--- config.mk ---
export PLATFORM = sky130hd
export DESIGN_NAME = base_emux_arb
export DESIGN_NICKNAME = d
export VERILOG_FILES = /design/src/rtl/base_emux_arb.sv
export SDC_FILE = /design/constraint.sdc
export NUM_CORES = 1
export LEC_CHECK = 0
export BUFFER_PORTS_ARGS = -buffer_cell sky130_fd_sc_hd__buf_4
export CELL_PAD_IN_SITES_DETAIL_PLACEMENT = 0
export CELL_PAD_IN_SITES_GLOBAL_PLACEMENT = 1
export CORE_MARGIN = 4
export CORE_UTILIZATION = 42
export CTS_CLUSTER_SIZE = 28
export DETAILED_ROUTE_END_ITERATION = 8
export GPL_TIMING_DRIVEN = 0
export MAX_ROUTING_LAYER = met4
export PLACE_DENSITY_LB_ADDON = 0.1
export SYNTH_ARGS = -nofsm -noshare
export SYNTH_HDL_FRONTEND = slang
export SYNTH_SLANG_ARGS = --single-unit
--- constraint.sdc ---
create_clock -name clk -period 6.3 [get_ports clk]
set_input_delay 1.89 -clock clk [delete_from_list [all_inputs] [get_ports clk]]
set_output_delay 1.89 -clock clk [all_outputs]
set_load 0.005 [all_outputs]
--- src/rtl/base_emux_arb.sv ---
// ---------------------------------------------------------------------------
// base_emux_arb
//
// Round-robin arbiter and sequencer in front of a pipelined wide select mux
// (the multi-cycle emux). One mux instance is shared by `ways` requesters.
// The winner's index drives the mux select in the grant cycle. A matching
// {valid, tag} delay line of mux_lat stages runs beside the mux, so o_v/o_tag
// line up with the mux dout for that beat. The mux pipeline cannot stall.
// For that reason, issue is gated by a credit counter that tracks free slots
// in the downstream buffer.
//
// Ports
//   clk        in   clock
//   reset      in   asynchronous active-high reset
//   i_r_v      in   [0:ways-1]  request valid, bit i = requester i
//   i_mask     in   [0:ways-1]  1 = requester eligible
//   o_r_r      out  [0:ways-1]  grant/ready, one-hot or zero (combinational)
//   o_sel      out  [0:sel_width-1] mux select, winner index or 0 (comb.)
//   o_v        out  output valid, aligned with mux dout (registered)
//   o_tag      out  [0:sel_width-1] requester index of the o_v beat (reg.)
//   i_crd_ret  in   one credit returned by downstream this cycle
//   o_crd_cnt  out  [0:7] credits currently available (registered)
//   o_perror   out  sticky credit-overflow error (registered)
// ---------------------------------------------------------------------------
module base_emux_arb #(
  parameter int ways       = 8,
  parameter int sel_width  = $clog2(ways),
  parameter int lsel_width = 3,
  parameter int mux_lat    = (sel_width + lsel_width - 1) / lsel_width,
  parameter int credits    = 8
) (
  input  logic                 clk,
  input  logic                 reset,
  input  logic [0:ways-1]      i_r_v,
  input  logic [0:ways-1]      i_mask,
  output logic [0:ways-1]      o_r_r,
  output logic [0:sel_width-1] o_sel,
  output logic                 o_v,
  output logic [0:sel_width-1] o_tag,
  input  logic                 i_crd_ret,
  output logic [0:7]           o_crd_cnt,
  output logic                 o_perror
);

  localparam logic [7:0]           CRD_INIT = 8'(credits);
  localparam logic [sel_width-1:0] LAST_IDX = sel_width'(ways - 1);

  // Arbitration
  logic [0:ways-1]      elig_s;
  logic                 found_s;
  logic [sel_width-1:0] win_s;
  logic                 crd_ok_s;
  logic                 gnt_s;
  logic [sel_width-1:0] sel_s;
  logic [sel_width-1:0] ptr_r;
  logic [sel_width-1:0] ptr_nxt_s;

  // Credits
  logic [7:0]           crd_r;
  logic [7:0]           crd_nxt_s;
  logic                 perr_r;
  logic                 perr_nxt_s;

  // {valid, tag} delay line matched to the mux latency
  logic                 v_r   [mux_lat];
  logic [sel_width-1:0] tag_r [mux_lat];

  // Eligibility: a requester competes only while it requests and is unmasked.
  always_comb begin
    elig_s = i_r_v & i_mask;
  end

  // Round-robin winner search. The first pass covers ptr..ways-1. The second
  // pass covers 0..ptr-1. This makes the wrap explicit without a modulo, so
  // ways need not be a power of two.
  always_comb begin
    logic hit_s;
    found_s = 1'b0;
    win_s   = '0;
    hit_s   = 1'b0;
    for (int i = 0; i < ways; i++) begin
      hit_s   = !found_s && elig_s[i] && (i >= int'(ptr_r));
      found_s = found_s | hit_s;
      win_s   = hit_s ? sel_width'(i) : win_s;
    end
    for (int i = 0; i < ways; i++) begin
      hit_s   = !found_s && elig_s[i] && (i < int'(ptr_r));
      found_s = found_s | hit_s;
      win_s   = hit_s ? sel_width'(i) : win_s;
    end
  end

  // Grant qualification: issue is possible only while a downstream slot is
  // free, since a beat that has entered the mux can never be held back.
  always_comb begin
    crd_ok_s = (crd_r != 8'd0);
    gnt_s    = found_s & crd_ok_s;
    sel_s    = gnt_s ? win_s : '0;
  end

  // Grant vector and mux select, same-cycle.
  always_comb begin
    for (int i = 0; i < ways; i++) begin
      o_r_r[i] = gnt_s && (win_s == sel_width'(i));
    end
    o_sel = sel_s;
  end

  // Next pointer: the slot just after the winner, wrapping at ways-1.
  always_comb begin
    if (!gnt_s) begin
      ptr_nxt_s = ptr_r;
    end else if (win_s == LAST_IDX) begin
      ptr_nxt_s = '0;
    end else begin
      ptr_nxt_s = win_s + sel_width'(1);
    end
  end

  // Credit next-state. A grant and a return in the same cycle cancel out.
  // A return while the counter is full is an overflow. In that case the count
  // saturates and the sticky error is raised.
  always_comb begin
    crd_nxt_s  = crd_r;
    perr_nxt_s = perr_r;
    case ({gnt_s, i_crd_ret})
      2'b10: begin
        crd_nxt_s = crd_r - 8'd1;
      end
      2'b01: begin
        if (crd_r == CRD_INIT) begin
          perr_nxt_s = 1'b1;
        end else begin
          crd_nxt_s = crd_r + 8'd1;
        end
      end
      default: begin
        crd_nxt_s = crd_r;
      end
    endcase
  end

  // Round-robin pointer register.
  always_ff @(posedge clk or posedge reset) begin
    if (reset) begin
      ptr_r <= '0;
    end else begin
      ptr_r <= ptr_nxt_s;
    end
  end

  // Credit counter and sticky overflow flag.
  always_ff @(posedge clk or posedge reset) begin
    if (reset) begin
      crd_r  <= CRD_INIT;
      perr_r <= 1'b0;
    end else begin
      crd_r  <= crd_nxt_s;
      perr_r <= perr_nxt_s;
    end
  end

  // Valid/tag shift register. Reset discards all beats in flight.
  always_ff @(posedge clk or posedge reset) begin
    if (reset) begin
      for (int k = 0; k < mux_lat; k++) begin
        v_r[k]   <= 1'b0;
        tag_r[k] <= '0;
      end
    end else begin
      v_r[0]   <= gnt_s;
      tag_r[0] <= sel_s;
      for (int k = 1; k < mux_lat; k++) begin
        v_r[k]   <= v_r[k-1];
        tag_r[k] <= tag_r[k-1];
      end
    end
  end

  // Registered outputs.
  always_comb begin
    o_v       = v_r[mux_lat-1];
    o_tag     = tag_r[mux_lat-1];
    o_crd_cnt = crd_r;
    o_perror  = perr_r;
  end

endmodule

==> summary.md, run 1 <==
| Metric | Value |
|---|---|
| Number of enable flip-flop cells after synthesis | `0` |
| TritonCTS clock tree | `yes` |
| Yosys synthesis warning count | `0` |
| Die height | `a little under 70 um` |
| Number of buffers added by the clock tree synthesis step | `3` |
| Mean area per synthesized cell | `slightly above 9 sq um` |
| Number of design rule violations left after detail routing | `0` |
| Max Transition Viols Final | `0` |
| Gr usage total | `0.180` |
| Worst stage delay on the critical path | `~420 ps` |
| Clock root buffer | `clkbuf_4` |
| Count of antenna diodes in the layout | `0` |
| Startpoint Class | `primary input` |
| Insertion delay to the later sink of the worst-skew pair | `between 200 and 300 ps` |
| Gate family responsible for the most delay along the worst path | `simple AND/OR/NAND/NOR gates` |
| Clock transition at the registers of the reported paths | `about 90 ps` |
| Number of resized instances in the post-cts repair step | `0` |
| Number of I/O port buffers | `42` |
| Rel. slew slack | `0.595` |
| Layout area overhead | `26.8%` |
| Placed Cells | `~260` |
| Filler cell count in the final layout | `333` |
| Net count after synthesis | `200` |
| Minimum clock period after layout | `just under 6000 ps` |
| Worst vdd ir | `roughly 0.26 mV` |
| Pwr dens | `approximately 490 nW/um^2` |
| Total power draw | `between 0.9 and 1 mW` |
| Total Die Area | `around 4700 sq um` |
| Type of element capturing the critical path | `output port` |
| Share of the synthesized area in the top cell type | `0.246` |
| ANT nets after route | `0` |
| Core region area | `about 3400 sq um` |
| Detailed-router iteration count before antenna repair | `4` |
| Via density | `5.57` |
| Detailed-placement wirelength estimate | `between 3000 and 4000 um` |
| Die outline width | `68.3 um` |
| Cell types with the highest counts after synthesis | `nand2_1 (16), dfrtp_1 (15), nor2_1 (14), ha_1 (12)` |
| Final hold vios | `0` |
| Via count of the first global-routing pass | `~1.4k` |
| Ys flop type | `dfrtp_1` |
| Final core utilization | `0.566` |
| Worst endpoint required time | `about 4400 ps` |
| Worst path slowest cell | `or3b_1` |
| Setup violations, final | `0` |
| Maximum level of the CTS H-tree | `1` |
| Number of I/O pins | `43` |
| Sequential-to-total area share from yosys stat | `0.263` |
| Cell area after synthesis | `between 1500 and 2000 sq um` |
| # clock sinks | `16` |
| Number of synthesized register bits | `16` |
| Initial antenna violation count | `0` |
| Classification of the worst-slack hold path | `flip-flop to flip-flop` |
| Wire length of the first global-routing pass | `between 6000 and 7000 um` |
| Via Count | `1449` |
| Cell Chain, Critical Path | `buf_4 > a22oi_1 > or3b_1 > or4b_1 > nand4_1 > a21oi_1 > inv_1 > ha_1 > ha_1 > and3_1 > buf_4` |
| Largest fanout on the critical path | `5` |
| DR WL/cell | `around 14 um` |
| Max Buffers Root-to-Sink | `2` |
| Max-cap check violation count | `0` |
| Share of async-settable or async-resettable flops after synthesis | `1.00` |
| Row count | `21` |
| Starting utilization of the core area | `0.447` |
| Max Clk Rate | `around 0.17 GHz` |
| Kind of critical path | `primary input to output port` |
| Number of DRC violations after detailed-routing iteration 0 | `60` |
| Final Skew | `5.18 ps` |
| Grt total ovfl | `0` |
| Buffers inserted during post-CTS setup optimization | `0` |
| Static Leakage | `0.940 nW` |
| Area contributors post-synth | `dfrtp_1 (25%), ha_1 (9.8%), nand2_1 (3.9%), and3_1 (3.7%), nor2_1 (3.4%)` |
| Worst path buffer plus inverter count | `3` |
| Data arrival time of the worst path | `4000 ps` |
| Yosys top cell by area | `dfrtp_1` |
| Summed negative setup slack over all endpoints | `0 ps` |
| Overall routed net length | `about 3800 um` |
| Synth Instances | `~170` |
| Measured slew at the worst slew-check pin | `between 600 and 700 ps` |
| Non-Filler Instances | `260` |
| Result of the run | `complete, no violations` |
| Maximum number of pins on one net before global-route repair | `17` |
| Setup repair after global routing missed its margin | `false` |
| Placer congestion estimate | `between 0.8 and 0.9` |
| Total number of nets in the final design | `247` |
| Final critical-path share of the clock period | `0.934` |
| Number of hold buffers added after cts | `0` |
| Netlist cell types | `between 60 and 70` |
| Ratio of cells with drive above 1 in the final layout | `0.308` |
| Cell with the most instances after synthesis | `nand2_1` |
==> report_power, final <==
group	total [mW]	leakage (nW)	internal (mW)	switching [mW]
Clock	0.0670	0.0210	0.0352	0.0319
Sequential	0.215	0.191	0.158	0.0571
Combinational	0.670	0.728	0.336	0.334
==> logic make-up after synthesis <==
| family | Yosys count | share of synthesized area |
|---|---|---|
| and+or+nand+nor | 63 | 0.239 |
| AOI/OAI and AO/OA | 52 | 0.263 |
| DFF | 16 | 0.263 |
| adders and majority gates | 13 | 0.112 |
| buffers and inverters | 12 | 0.0435 |
| xor gates and xnor gates | 7 | 0.0451 |
| muxes | 5 | 0.0345 |
==> flip-flops by register name (all words and copies together), names as in the netlist <==
signal,cells
o_tag,3
o_v,1
ptr_r,3
o_perror,1
o_crd_cnt,8
==> final timing paths <==
path	startpoint	end	slack, ps	cells after the start
min	o_perror$_DFFE_PP0P_	o_perror$_DFFE_PP0P_	480	1
max reg2reg	o_crd_cnt[5]$_DFFE_PP0P_	o_crd_cnt[0]$_DFFE_PP0P_	2310	12
min reg2reg	o_perror$_DFFE_PP0P_	o_perror$_DFFE_PP0P_	480	1
min in group asynchronous	reset	o_crd_cnt[0]$_DFFE_PP0P_	1670	2
max in group asynchronous	reset	ptr_r[2]$_DFFE_PP0P_	4230	2
max	i_r_v[4]	o_r_r[7]	410	11
==> cell type report <==
type	count	area, sq um	share of cell area
inverters	6	22.5	0.0116
repair buffers	42	315	0.163
flip-flops and latches	16	402	0.208
clock buffers	4	36.3	0.0188
multi-input cells	140	1060	0.547
well taps	46	57.6	0.0298
plain buffers	6	43.8	0.0226
==> per-layer routing <==
layer  part of all wire  vias up  GRT usage
met4             0.0050        0     0.0496
met3              0.039        2     0.0213
met5                  0        -          -
met2               0.46       30      0.270
met1               0.50      681      0.256
li1                   -      736          -
==> cells in the final DEF, fill, tap and decap left out, drive strengths merged, types with 2 or more instances in the layout <==
cell	Yosys	routed
buf	5	47
nand2	16	16
dfrtp	15	15
nor2	14	14
ha	12	12
a21oi	10	10
and3	9	9
o21ai	9	9
inv	6	6
xnor2	5	5
clkbuf	1	5
nand3	4	4
mux2i	3	3
nor3	3	3
and2	2	2
a32oi	2	2
or3	2	2
a21o	2	2
a211oi	2	2
xor2	2	2
a22o	2	2
a31o	2	2
o21bai	2	2
a211o	2	2
a221o	2	2
nand4bb	2	2
and3b	2	2
a31oi	2	2
o211ai	2	2
or2	2	2
mux2	2	2
==> per-stage QoR <==
| step | worst slack (ps) | hold WS [ps] | area [sq um] |
|---|---|---|---|
| final | 413 | 478 | 1930 |
| after global routing | 217 | 517 | 1930 |
| after CTS | 405 | 484 | 1930 |
| after detailed placement | 422 | 464 | 1900 |
| after global placement | 399 | 458 | 1900 |
| after floorplan | 875 | 460 | 1530 |
Power figures use the tool's default switching activity.
==> inputs of run 2 (changes only) <==
--- a/config.mk
+++ b/config.mk
@@ -8,7 +8,7 @@
 export BUFFER_PORTS_ARGS = -buffer_cell sky130_fd_sc_hd__buf_4
 export CELL_PAD_IN_SITES_DETAIL_PLACEMENT = 0
 export CELL_PAD_IN_SITES_GLOBAL_PLACEMENT = 1
-export CORE_MARGIN = 4
+export CORE_MARGIN = 5
 export CORE_UTILIZATION = 42
 export CTS_CLUSTER_SIZE = 28
 export DETAILED_ROUTE_END_ITERATION = 8
==> constraint.sdc (replaced) <==
create_clock -name clk -period 6.9 [get_ports clk]
set_input_delay 2.07 -clock clk [delete_from_list [all_inputs] [get_ports clk]]
set_output_delay 2.07 -clock clk [all_outputs]
set_load 0.005 [all_outputs]
==> run 2 against run 1 <==
  * Via count rose by 1.3%
  * Routed wire length rose by 1.8%
  * Worst hold slack got worse by 2.6 ps
  * Largest cell class unchanged
  * Sequential power fell by 8%
==> summary.md, run 2 (synthesis gave the netlist of run 1 again) <==
| Metric | Value |
|---|---|
| # clock sinks | `16 (unchanged)` |
| Clock root buffer | `clkbuf_4` |
| Summed negative setup slack over all endpoints | `0 ps (unchanged)` |
| Type of element capturing the critical path | `output port` |
| Placed Cells | `256 (unchanged)` |
| Core region area | `3420 sq um (unchanged)` |
| Max-cap check violation count | `0 (unchanged)` |
| Number of flip-flops in the largest register | `8 (unchanged)` |
| Largest fanout on the critical path | `5 (unchanged)` |
| DR WL/cell | `14.8 um (+1.8%)` |
| Number of gates on the worst path with buffers counted | `11 (unchanged)` |
| Buffers inserted during post-CTS setup optimization | `0 (unchanged)` |
| Via count of the first global-routing pass | `1427 (+0.78%)` |
| Via density | `5.65 (+1.3%)` |
| Die height | `70.3 um (+2.9%)` |
| Number of DRC violations after detailed-routing iteration 0 | `64 (+6.7%)` |
| Setup repair after global routing missed its margin | `false` |
| Worst stage delay on the critical path | `420 ps (about the same)` |
| Total number of nets in the final design | `247 (unchanged)` |
| Number of design rule violations left after detail routing | `0 (unchanged)` |
| Dpl ws | `660 ps (+238 ps)` |
| Placer congestion estimate | `0.867 (+0.98%)` |
| Area occupied by multi-input gates | `1060 sq um (unchanged)` |
| Overall routed net length | `3840 um (+1.8%)` |
| Via Count | `1468 (+1.3%)` |
| Clock transition at the registers of the reported paths | `90 ps (about the same)` |
| Critical path launch point | `i_r_v[4]` |
| Worst path buffer plus inverter count | `3 (unchanged)` |
| Met2 routing resource usage after global routing | `0.254 (-0.0159)` |
| Ratio of cells with drive above 1 in the final layout | `0.304 (-0.00467)` |
| Gate family responsible for the most delay along the worst path | `simple AND/OR/NAND/NOR gates` |
| Rel. slew slack | `0.591 (-0.00381)` |
| Reg2reg setup slack | `3060 ps (+750 ps)` |
| Grt total ovfl | `0 (unchanged)` |
| Wire length of the first global-routing pass | `6530 um (+3.8%)` |
| Row count | `21 (unchanged)` |
| Detailed-router iteration count before antenna repair | `4 (unchanged)` |
| Most congested layer reported by global routing | `met2` |
| Pwr dens | `448 nW/um^2 (-8.9%)` |
| Total Die Area | `4940 sq um (+5.9%)` |
| Final worst-path setup slack | `612 ps (+198 ps)` |
| Worst path slowest cell | `or3b_1` |
| Maximum number of pins on one net before global-route repair | `17 (unchanged)` |
| Number of I/O port buffers | `42 (unchanged)` |
| Commonest non-fill, non-tap cell in the layout | `buf_4` |
| Number of resized instances in the post-cts repair step | `0 (unchanged)` |
| Measured slew at the worst slew-check pin | `613 ps (+5.71 ps)` |
| Final Skew | `1.73 ps (-3.45 ps)` |
| Cell Chain, Critical Path | `buf_4 > a22oi_1 > or3b_1 > or4b_1 > nand4_1 > a21oi_1 > inv_1 > ha_1 > ha_1 > and3_1 > buf_4` |
| Die outline width | `70.3 um (+2.9%)` |
| Number of I/O pins | `43 (unchanged)` |
| Insertion delay to the later sink of the worst-skew pair | `290 ps (about the same)` |
| Worst vdd ir | `0.223 mV (-13%)` |
| Number of hold buffers added after cts | `0 (unchanged)` |
| Setup violations, final | `0 (unchanged)` |
| Result of the run | `complete, no violations` |
| Register Area | `402 sq um (unchanged)` |
| Non-Filler Instances | `260 (unchanged)` |
| Worst endpoint required time | `4830 ps (+420 ps)` |
| Max Transition Viols Final | `0 (unchanged)` |
| Number of buffers added by the clock tree synthesis step | `3 (unchanged)` |
| Commonest cells after routing, fill and taps aside | `buf_4 (43), nand2_1 (16), dfrtp_1 (15), nor2_1 (14), ha_1 (12)` |
| End of the worst register-to-register path | `o_crd_cnt[0]$_DFFE_PP0P_` |
| Gr usage total | `0.165 (-0.0149)` |
| Global-route track usage on met1 | `0.224 (-0.0326)` |
| Classification of the worst-slack hold path | `flip-flop to flip-flop` |
| ANT nets after route | `0 (unchanged)` |
| Filler cell count in the final layout | `339 (+1.8%)` |
| Cell count of the worst reg-to-reg path | `12 (unchanged)` |
| Reg2reg start | `o_crd_cnt[5]$_DFFE_PP0P_` |
| Final hold vios | `0 (unchanged)` |
| Layout area overhead | `26.2%` |
| Data arrival time of the worst path | `4220 ps (+220 ps)` |
| Kind of critical path | `primary input to output port` |
| Static Leakage | `0.934 nW (-0.64%)` |
| Worst Setup EP | `o_r_r[7]` |
| Starting utilization of the core area | `0.447 (unchanged)` |
| Max Clk Rate | `0.159 GHz` |
| TritonCTS clock tree | `yes` |
| Max Buffers Root-to-Sink | `2 (unchanged)` |
| Maximum level of the CTS H-tree | `1 (unchanged)` |
| Startpoint Class | `primary input` |
| Met3 Resource Use GR | `0.0258 (+0.00448)` |
| Minimum clock period after layout | `roughly 6300 ps` |
| Detailed-placement wirelength estimate | `3130 um (+1.0%)` |
| Initial antenna violation count | `0 (unchanged)` |
| Count of antenna diodes in the layout | `0 (unchanged)` |
| Final critical-path share of the clock period | `0.911` |
==> run 2: cell types whose count changed in the layout (fill, tap and decap cells not counted) <==
cell / delta
clkbuf_8: -1
clkbuf_1: +1
==> run 2: routing by layer <==
layer,vias to the layer above,part of all wire
met1,694,0.48
met2,37,0.45
met3,6,0.056
li1,731,-
met5,-,0
met4,0,0.016
==> run 2: final cells by class <==
type	count	area share
multi-input cells	140	0.549
plain buffers	6	0.0228
well taps	46	0.0299
clock buffers	4	0.0137
inverters	6	0.0117
flip-flops and latches	16	0.209
repair buffers	42	0.164
==> run 2: how the worst min path moves through the flow <==
| stage | from | to | cells after the start |
|---|---|---|---|
| 2_1_floorplan | o_perror$_DFFE_PP0P_ | o_perror$_DFFE_PP0P_ | 1 |
| 6_report | o_perror$_DFFE_PP0P_ | o_perror$_DFFE_PP0P_ | 1 |
| 3_5_place_dp | o_perror$_DFFE_PP0P_ | o_perror$_DFFE_PP0P_ | 1 |
| 4_1_cts | o_perror$_DFFE_PP0P_ | o_perror$_DFFE_PP0P_ | 1 |
| 3_3_place_gp | o_perror$_DFFE_PP0P_ | o_perror$_DFFE_PP0P_ | 1 |
| 5_1_grt | o_perror$_DFFE_PP0P_ | o_perror$_DFFE_PP0P_ | 1 |
==> run 2: per-stage QoR <==
stage | hold slack (ps) | area, sq um | utilization | power [mW]
2_1_floorplan | 460 | 1530 | - | 0.601
3_3_place_gp | 457 | 1900 | 0.556 | 0.796
3_5_place_dp | 462 | 1900 | 0.556 | 0.811
4_1_cts | 483 | 1920 | 0.563 | 0.868
5_1_grt | 506 | 1920 | 0.563 | 0.943
6_report | 476 | 1920 | 0.563 | 0.862
==> run 2: power breakdown <==
group	switching (mW)	internal [mW]	total (mW)	leakage (nW)
clock network	0.0293	0.0225	0.0518	0.0150
logic	0.305	0.307	0.612	0.728
registers	0.0539	0.144	0.198	0.191
total	0.388	0.474	0.862	0.934
==> run 2: worst reg2reg max path: cells and delay by family, from the launching register on <==
family / cells / cell delay (ps)
compound gates: 4 / 910
buf+inv: 1 / 250
simple gates: 4 / 1370
flops: 1 / 460
mux: 1 / 260
xor+xnor: 1 / 160
fa+ha+maj: 1 / 360
==> inputs of run 3 (changes only) <==
--- a/config.mk
+++ b/config.mk
@@ -5,11 +5,13 @@
 export SDC_FILE = /design/constraint.sdc
 export NUM_CORES = 1
 export LEC_CHECK = 0
+export ABC_AREA = 0
 export BUFFER_PORTS_ARGS = -buffer_cell sky130_fd_sc_hd__buf_4
 export CELL_PAD_IN_SITES_DETAIL_PLACEMENT = 0
 export CELL_PAD_IN_SITES_GLOBAL_PLACEMENT = 1
 export CORE_MARGIN = 5
-export CORE_UTILIZATION = 42
+export CORE_UTILIZATION = 43
+export CTS_BUF_LIST = sky130_fd_sc_hd__clkbuf_8
 export CTS_CLUSTER_SIZE = 28
 export DETAILED_ROUTE_END_ITERATION = 8
 export GPL_TIMING_DRIVEN = 0
==> constraint.sdc (replaced) <==
create_clock -name clk -period 7.3 [get_ports clk]
set_input_delay 2.19 -clock clk [delete_from_list [all_inputs] [get_ports clk]]
set_output_delay 2.19 -clock clk [all_outputs]
set_load 0.005 [all_outputs]
==> run 3 against run 2 <==
  * First-iteration DRC count is 140% higher
  * Power decreased by 1.1%
  * Flip-flop and latch count unchanged
  * Critical path type unchanged
  * Critical endpoint unchanged
  * Largest cell class unchanged
  * Largest power group unchanged
==> summary.md, run 3 (synthesis gave the netlist of run 1 again) <==
| Metric | Value |
|---|---|
| Result of the run | `complete, no violations` |
| Wire length of the first global-routing pass | `7030 um (+7.6%)` |
| Number of resized instances in the post-cts repair step | `0 (unchanged)` |
| Via count of the first global-routing pass | `1538 (+7.8%)` |
| # clock sinks | `16 (unchanged)` |
| Data arrival time of the worst path | `4290 ps (+70 ps)` |
| Summed negative setup slack over all endpoints | `0 ps (unchanged)` |
| Cell area after placement | `1900 sq um (unchanged)` |
| Gate family responsible for the most delay along the worst path | `simple AND/OR/NAND/NOR gates` |
| Minimum clock period after layout | `~6500 ps` |
| DR WL/cell | `16.0 um (+8.3%)` |
| Final Skew | `1.86 ps (+0.130 ps)` |
| Die height | `69.6 um (-1.0%)` |
| Grt total ovfl | `0 (unchanged)` |
| Fraction of power consumed by combinational cells | `0.689 (-0.021)` |
| Final critical-path share of the clock period | `0.888` |
| Die outline width | `69.6 um (-1.0%)` |
| Startpoint Class | `primary input` |
| ANT nets after route | `0 (unchanged)` |
| Number of DRC violations after detailed-routing iteration 0 | `152 (+140%)` |
| Max Clk Rate | `between 0.15 and 0.2 GHz` |
| Ratio of cells with drive above 1 in the final layout | `0.308 (+0.00467)` |
| Count of antenna diodes in the layout | `0 (unchanged)` |
| Dpl ws | `800 ps (+140 ps)` |
| Cell Chain, Critical Path | `buf_4 > a22oi_1 > or3b_1 > or4b_1 > nand4_1 > a21oi_1 > inv_1 > ha_1 > ha_1 > and3_1 > buf_4` |
| Detailed-placement wirelength estimate | `3300 um (+5.5%)` |
| Via Count | `1509 (+2.8%)` |
| Pwr dens | `437 nW/um^2 (-2.6%)` |
| Number of design rule violations left after detail routing | `0 (unchanged)` |
| Max Buffers Root-to-Sink | `2 (unchanged)` |
| Hold Worst Slack | `495 ps (+19.5 ps)` |
| Total number of nets in the final design | `247 (unchanged)` |
| Maximum level of the CTS H-tree | `1 (unchanged)` |
| Final hold vios | `0 (unchanged)` |
| Switching Share | `0.443 (-0.00708)` |
| Worst stage delay on the critical path | `420 ps (about the same)` |
| Placed Cells | `256 (unchanged)` |
| TritonCTS clock tree | `yes` |
| Initial antenna violation count | `0 (unchanged)` |
| Buffers inserted during post-CTS setup optimization | `0 (unchanged)` |
| Number of hold buffers added after cts | `0 (unchanged)` |
| Commonest cells after routing, fill and taps aside | `buf_4 (43), nand2_1 (16), dfrtp_1 (15), nor2_1 (14), ha_1 (12)` |
| Largest fanout on the critical path | `5 (unchanged)` |
| Static Leakage | `0.948 nW (+1.5%)` |
| Worst path buffer plus inverter count | `3 (unchanged)` |
| Clock transition at the registers of the reported paths | `70 ps (-20 ps)` |
| Kind of critical path | `primary input to output port` |
| Type of element capturing the critical path | `output port` |
| Internal Pwr Total | `0.475 mW (+0.17%)` |
| Via density | `5.80 (+2.8%)` |
| Commonest non-fill, non-tap cell in the layout | `buf_4` |
| Number of flip-flops in the largest register | `8 (unchanged)` |
| Number of I/O port buffers | `42 (unchanged)` |
| Total Die Area | `4840 sq um (-2.0%)` |
| Max-cap check violation count | `0 (unchanged)` |
| Final worst-path setup slack | `821 ps (+209 ps)` |
| Rel. slew slack | `0.552 (-0.0385)` |
| Setup repair after global routing missed its margin | `false` |
| Layout area overhead | `28.1%` |
| Maximum number of pins on one net before global-route repair | `17 (unchanged)` |
| Overall routed net length | `4160 um (+8.3%)` |
| Classification of the worst-slack hold path | `flip-flop to flip-flop` |
| Max Transition Viols Final | `0 (unchanged)` |
| Setup violations, final | `0 (unchanged)` |
| Gr usage total | `0.182 (+0.0164)` |
| Worst vdd ir | `0.214 mV (-4.3%)` |
| Measured slew at the worst slew-check pin | `671 ps (+57.7 ps)` |
| Worst endpoint required time | `5110 ps (+280 ps)` |
| Core region area | `3390 sq um (-0.77%)` |
| Net Sw Power | `0.378 mW (-2.7%)` |
| Placer congestion estimate | `0.885 (+2.1%)` |
| Filler cell count in the final layout | `320 (-5.6%)` |
| Worst path slowest cell | `or3b_1` |
| Insertion delay to the later sink of the worst-skew pair | `250 ps (-40 ps)` |
| Number of I/O pins | `43 (unchanged)` |
| Reg power frac | `0.215 (-0.015)` |
| Final Cell Area | `1950 sq um (+1.5%)` |
| Non-Filler Instances | `260 (unchanged)` |
| Number of buffers added by the clock tree synthesis step | `3 (unchanged)` |
| Starting utilization of the core area | `0.450 (+0.00346)` |
| Row count | `21 (unchanged)` |
| Clock root buffer | `clkbuf_8` |
| Part of the total power dissipated in the clock network | `0.096 (+0.036)` |
| Detailed-router iteration count before antenna repair | `4 (unchanged)` |
==> run 3: path summary, 6_finish.rpt <==
check / depth (start not counted) / slack, ps / endpoint / startpoint
worst max-delay path: 11 / 820 / o_r_r[7] / i_r_v[4]
worst min-delay path: 1 / 500 / o_perror$_DFFE_PP0P_ / o_perror$_DFFE_PP0P_
worst max register to register: 12 / 3360 / o_crd_cnt[0]$_DFFE_PP0P_ / o_crd_cnt[5]$_DFFE_PP0P_
worst min register to register: 1 / 500 / o_perror$_DFFE_PP0P_ / o_perror$_DFFE_PP0P_
max in group asynchronous: 2 / 4840 / o_v$_DFF_PP0_ / reset
min in group asynchronous: 2 / 2030 / o_tag[1]$_DFF_PP0_ / reset
==> run 3: layout make-up <==
type,count,area [sq um],area share
Multi-Input combinational cell,140,1060,0.541
Timing Repair Buffer,42,315,0.161
Inverter,6,22.5,0.0115
Buffer,6,43.8,0.0224
Clock buffer,4,55.1,0.0282
Tap cell,46,57.6,0.0295
Sequential cell,16,402,0.206
==> run 3: per-stage QoR <==
step                      total power [mW]   util
final                                0.853  0.576
after global placement               0.751  0.560
after CTS                            0.860  0.576
after detailed placement             0.772  0.560
after floorplan                      0.568      -
after global routing                 0.935  0.576
==> run 3: worst register-to-register path, stage by stage (launching register included) <==
cell	delay (ps)
dfrtp_1	440
or4_1	570
or3_1	440
o21ai_1	140
buf_2	260
nand2_1	240
ha_1	350
a21o_1	210
a211oi_1	270
nor2_1	100
o41ai_1	360
mux2i_1	320
xor2_1	170
==> run 3: power by group through the flow <==
stage / Combinational [mW] / Sequential [mW] / Clock, mW
2_1_floorplan: 0.390 / 0.178 / 0
3_3_place_gp: 0.569 / 0.183 / 0
3_5_place_dp: 0.588 / 0.185 / 0
4_1_cts: 0.592 / 0.183 / 0.0845
5_1_grt: 0.654 / 0.192 / 0.0891
6_report: 0.587 / 0.183 / 0.0823
==> run 3: per-layer routing <==
| metal | up-vias | wire length, um | global-route usage | share of wire |
|---|---|---|---|---|
| met5 | - | 0 | - | 0 |
| met4 | 0 | 49 | 0.0456 | 0.012 |
| met3 | 6 | 253 | 0.0449 | 0.061 |
| met2 | 48 | 1970 | 0.284 | 0.47 |
| met1 | 727 | 1880 | 0.236 | 0.45 |
| li1 | 728 | - | - | - |
